### src/rtl/mips_pkg.sv
// Shared constants for the multiply/HI-LO datapath: default operand width,
// FSM state encoding and iteration-counter sizing.
package mips_pkg;

  localparam int WIDTH_DEFAULT = 32;

  localparam logic [1:0] ST_IDLE = 2'd0;
  localparam logic [1:0] ST_RUN  = 2'd1;
  localparam logic [1:0] ST_DONE = 2'd2;

  localparam int CNT_W = $clog2(WIDTH_DEFAULT);

  // Counter width for an arbitrary operand width (never narrower than 1 bit).
  function automatic int cnt_width(input int w);
    return (w > 1) ? $clog2(w) : 1;
  endfunction

endpackage

### src/rtl/multu_step.sv
// One radix-2 shift-add iteration: conditionally add the multiplicand into the
// upper half of the partial product, then shift the whole thing right by one.
module multu_step #(
  parameter int WIDTH = 32
) (
  input  logic [2*WIDTH:0]  p_i,
  input  logic [WIDTH-1:0]  mcand_i,
  output logic [2*WIDTH:0]  p_o
);

  logic [WIDTH:0] addend;
  logic [WIDTH:0] upper;

  // The upper slice is kept at WIDTH+1 bits so the add carry survives the shift.
  always_comb begin
    addend = p_i[0] ? {1'b0, mcand_i} : '0;
    upper  = p_i[2*WIDTH:WIDTH] + addend;
    p_o    = {1'b0, upper, p_i[WIDTH-1:1]};
  end

endmodule

### src/rtl/multu_hilo_unit.sv
// Iterative unsigned multiplier (one multiplier bit per cycle) owning the
// architectural HI/LO registers, their read port and the pipeline stall request.
module multu_hilo_unit
  import mips_pkg::*;
#(
  parameter int WIDTH = WIDTH_DEFAULT
) (
  input  logic             clk,
  input  logic             reset,
  input  logic             start,
  input  logic [WIDTH-1:0] a,
  input  logic [WIDTH-1:0] b,
  input  logic             mfhi,
  input  logic             mflo,
  output logic             busy,
  output logic             done,
  output logic [WIDTH-1:0] hi,
  output logic [WIDTH-1:0] lo,
  output logic [WIDTH-1:0] hilo_rdata,
  output logic             stall
);

  localparam int PW = 2*WIDTH + 1;
  localparam int CW = cnt_width(WIDTH);
  localparam logic [CW-1:0] LAST = CW'(WIDTH - 1);

  logic [1:0]       state_q, state_d;
  logic [CW-1:0]    count_q, count_d;
  logic [PW-1:0]    p_q, p_d;
  logic [PW-1:0]    p_step;
  logic [WIDTH-1:0] mcand_q, mcand_d;
  logic [WIDTH-1:0] hi_q, hi_d;
  logic [WIDTH-1:0] lo_q, lo_d;
  logic             accept;

  multu_step #(.WIDTH(WIDTH)) u_step (
    .p_i     (p_q),
    .mcand_i (mcand_q),
    .p_o     (p_step)
  );

  // A start while iterating is dropped; the stall output makes the issuer hold it.
  assign accept = start && (state_q != ST_RUN);

  always_comb begin
    state_d = state_q;
    count_d = count_q;
    p_d     = p_q;
    mcand_d = mcand_q;
    hi_d    = hi_q;
    lo_d    = lo_q;

    case (state_q)
      ST_RUN: begin
        p_d     = p_step;
        count_d = count_q + 1'b1;
        if (count_q == LAST) begin
          hi_d    = p_step[2*WIDTH-1:WIDTH];
          lo_d    = p_step[WIDTH-1:0];
          state_d = ST_DONE;
        end
      end
      default: state_d = ST_IDLE;
    endcase

    if (accept) begin
      mcand_d = a;
      p_d     = {{(WIDTH+1){1'b0}}, b};
      count_d = '0;
      state_d = ST_RUN;
    end
  end

  always_ff @(posedge clk) begin
    if (!reset) begin
      state_q <= ST_IDLE;
      count_q <= '0;
      p_q     <= '0;
      mcand_q <= '0;
      hi_q    <= '0;
      lo_q    <= '0;
    end else begin
      state_q <= state_d;
      count_q <= count_d;
      p_q     <= p_d;
      mcand_q <= mcand_d;
      hi_q    <= hi_d;
      lo_q    <= lo_d;
    end
  end

  assign busy       = (state_q == ST_RUN);
  assign done       = (state_q == ST_DONE);
  assign hi         = hi_q;
  assign lo         = lo_q;
  assign hilo_rdata = mfhi ? hi_q : lo_q;
  assign stall      = busy & (mfhi | mflo | start);

endmodule

### config.mk
export PLATFORM = sky130hd
export DESIGN_NAME = multu_hilo_unit
export DESIGN_NICKNAME = d
export VERILOG_FILES = /design/src/rtl/mips_pkg.sv /design/src/rtl/multu_step.sv /design/src/rtl/multu_hilo_unit.sv
export SDC_FILE = /design/constraint.sdc
export NUM_CORES = 1
export LEC_CHECK = 0
export BUFFER_PORTS_ARGS = -buffer_cell sky130_fd_sc_hd__buf_4
export CAP_MARGIN = 20
export CORE_ASPECT_RATIO = 1.2
export CORE_MARGIN = 3
export CORE_UTILIZATION = 40
export DETAILED_ROUTE_END_ITERATION = 8
export PLACE_DENSITY = 0.68
export REMOVE_ABC_BUFFERS = 1
export SLEW_MARGIN = 5
export SYNTH_ARGS = -nofsm -noshare
export SYNTH_HDL_FRONTEND = slang
export SYNTH_HIERARCHICAL = 1
export SYNTH_SLANG_ARGS = --single-unit
### constraint.sdc
create_clock -name clk -period 5 [get_ports clk]
set_clock_uncertainty 0.1 [all_clocks]
set_input_delay 0 -clock clk [delete_from_list [all_inputs] [get_ports clk]]
set_output_delay 0 -clock clk [all_outputs]
set_load 0.005 [all_outputs]
==> results.cfg <==
[drt]
wire_per_inst_um = 16.29
remaining_drc_errors = 0
ant_nets = 0
vias = 7717
drtIter0Drc = 448
first_pass_iters = 5
drt-total-wl_mm = 23.51
viasPerCell = 5.348

[grt]
grt_pass1_vias = 7723
grt_pass1_wl_mm = 38.68
track_usage_pct = 19.52
grt_max_degree = 73
grt.overflow.total = 0
antenna_found_initial = 0

[finish]
instances_no_fill = 1443
diodes = 0
final_util_pct = 54.38
fin_nets = 1266
drive_gt1_share_pct = 22.68
fillers = 2003
syn2layout_area_growth_pct = 31.57

[worst_setup_path]
worst_r2r_startpoint = p_q[0]$_SDFFE_PN0P_
crit_family = compound AO/OA/AOI/OAI gates
path_cells = and2_1, ha_1, fa_1, a21oi_1, o21ai_2, a211o_1, o21a_1, nor2_1, o221ai_1, xor2_1, nand2_1, a21oi_1
required_ns = 5.26
worst_setup_path_start_kind = flip-flop
crit_arrival_ns = 3.87
crit_path_max_fanout = 33
r2r-end = p_q[51]$_SDFFE_PP0N_
slowest_stage = dfxtp_1
reg2reg_depth = 12
path_buf_inv = 0
setup.worst_path.class = reg2reg
reg2reg_slack_ns = 1.39
cp_common_cell = a21oi_1
end_kind = flip-flop
slowest_delay_ns = 0.64

[logic_synthesis]
ys_seq_elements = 168
synth_cells = 963
synth_area_um2 = 8818
syn_avg_cell_area_um2 = 9.157
synth_edf_count = 0
async_reset_ff_share_pct = 0
synth_ff_type = dfxtp_1
ys_seq_area_share_pct = 38.14
synth-warning-count = 6
synth_cell_types = 61

[timing]
slew_viol_final = 0
worst_slack_ns = 1.392
max-slew-margin-rel_pct = 34.86
setup_viol = 0
hold_viol_final = 0
finalCriticalPeriod_ns = 3.608
rsz0062_at_grt = no
tightest_slew_ns = 0.9757
period_share_pct = 72.16
clock.fmax_ghz = 0.2771

[clock_tree]
cts_inserted_buffers = 17
cts_setup_buffers = 0
cts.sinks = 168
cts_max_level = 4
clock_latency_ns = 0.43
cts-root-buf = clkbuf_16
tritoncts = done
cts_resized = 0
clockBufferDepth = 2
clk_pin_slew_ns = 0.07
cts_hold_buf = 105

[placement]
place.gp.congestion = 0.9081
dp_hpwl_mm = 14.90
portBuffers = 167
dpl_worst_slack_ns = 1.413
dp_cells = 1308

[die]
die_x_um = 141.5
core_um2 = 21340
ios = 168
fp.dieArea_um2 = 23870
start_util_pct = 41.33
num_rows = 58
die_h_um = 168.7

[pwr]
p_total_mw = 3.212
p_per_area_nw_per_um2 = 276.9
power_leakage_nw = 5.377
peakVddDrop_mv = 0.2335

[hold_path]
whs_path_depth = 4
whs_endpoint = count_q[0]$_SDFFE_PP0N_
min_from = start
holdCritPathClass = in2reg

[run_status]
status = finished, final reports clean

[flow_run]
cap_violations = 0
## cells in the mapped netlist, drive strengths merged (9+ instances only)
cell / count / area share [%]
xor2: 10 / 0.99
a21oi: 67 / 4.1
a22o: 64 / 6.4
buf: 70 / 5.5
a21o: 9 / 0.78
mux2i: 33 / 3.7
clkbuf: 30 / 1.3
inv: 13 / 0.58
and2: 36 / 2.6
nand2: 125 / 5.3
o21ai: 59 / 3.5
mux2: 32 / 4.1
dfxtp: 168 / 38
nor2: 26 / 1.1
nand3: 40 / 2.3
a21boi: 37 / 3.2
xnor2: 17 / 1.7
o211a: 33 / 3.7
ha: 34 / 4.8
## area by class of cell
| class | instances | area, um^2 | area share (%) |
|---|---|---|---|
| Clock buffer | 20 | 466.7 | 4.022 |
| Clock inverter | 10 | 191.4 | 1.650 |
| Inverter | 13 | 51.30 | 0.4421 |
| Multi-Input combinational cell | 682 | 4827 | 41.60 |
| Sequential cell | 168 | 3363 | 28.99 |
| Tap cell | 270 | 337.8 | 2.912 |
| Timing Repair Buffer | 280 | 2365 | 20.38 |
## power by group
part / switching [mW] / internal, mW
clock: 0.555 / 0.926
sequential: 0.0323 / 1.38
combinational: 0.154 / 0.166
total: 0.742 / 2.47
## how the worst max path moves through the flow
stage | from | endpoint | slack [ns] | cells after the start
after floorplan | state_q[1]$_SDFFE_PP0N_ | state_q[0]$_SDFFE_PN0P_ | -0.55 | 4
after global placement | p_q[0]$_SDFFE_PN0P_ | hi[19]$_SDFFE_PN0P_ | 1.51 | 11
after detailed placement | p_q[0]$_SDFFE_PN0P_ | hi[19]$_SDFFE_PN0P_ | 1.41 | 11
after CTS | p_q[0]$_SDFFE_PN0P_ | p_q[51]$_SDFFE_PP0N_ | 1.39 | 12
after global routing | p_q[0]$_SDFFE_PN0P_ | p_q[49]$_SDFFE_PP0N_ | 1.14 | 12
final | p_q[0]$_SDFFE_PN0P_ | p_q[51]$_SDFFE_PP0N_ | 1.39 | 12
## per-stage QoR
stage	TNS, ns	cell area, um^2	hold WS (ns)
floorplan	-48.60	8222	0.02123
CTS	0	11600	0.1734
global placement	0	9893	0.1694
detailed placement	0	9893	0.1757
finish	0	11600	0.1813
global route	0	11600	0.2348
## sequential cells by signal (all words and copies together), names as in the netlist
register	count
lo	32
state_q	2
count_q	5
hi	32
mcand_q	32
p_q	65
## cells by family (layout without fill, tap and decap cells)
logic type | after synthesis | count (layout) | share of synthesized area (%)
compound gates | 304 | 304 | 25.96
xor+xnor | 27 | 27 | 2.682
fa+ha+maj | 35 | 35 | 5.051
buf+inv | 113 | 323 | 7.350
flops | 168 | 168 | 38.14
mux | 65 | 65 | 7.832
other cells | 1 | 1 | 0.04252
simple gates | 250 | 250 | 12.94
## layout by cell type (no fill, tap or decap), drive strengths merged, types with 15 or more instances in the layout
cell	instances
buf	175
dfxtp	168
nand2	125
dlygate4sd3	105
a21oi	67
a22o	64
o21ai	59
nand3	40
a21boi	37
and2	36
ha	34
mux2i	33
o211a	33
mux2	32
nor2	26
clkbuf	20
xnor2	17
inv	15
## tightest hold or removal path, delay by kind of cell
| kind | cells | cell delay (ns) |
|---|---|---|
| AO/OA/AOI/OAI | 1 | 0.12 |
| buffers and inverters | 2 | 0.43 |
| AND/OR/NAND/NOR | 1 | 0.11 |
## routing by layer
layer	track usage (%)	vias to the layer above	share of wire [%]	routed length, um
met5	0	-	0	0
met4	5.718	0	1.7	395
met3	3.419	28	3.8	892
met2	33.68	160	49	11530
met1	24.93	3715	45	10690
li1	-	3814	-	-
No activity file was read; power rests on OpenSTA's default activity.
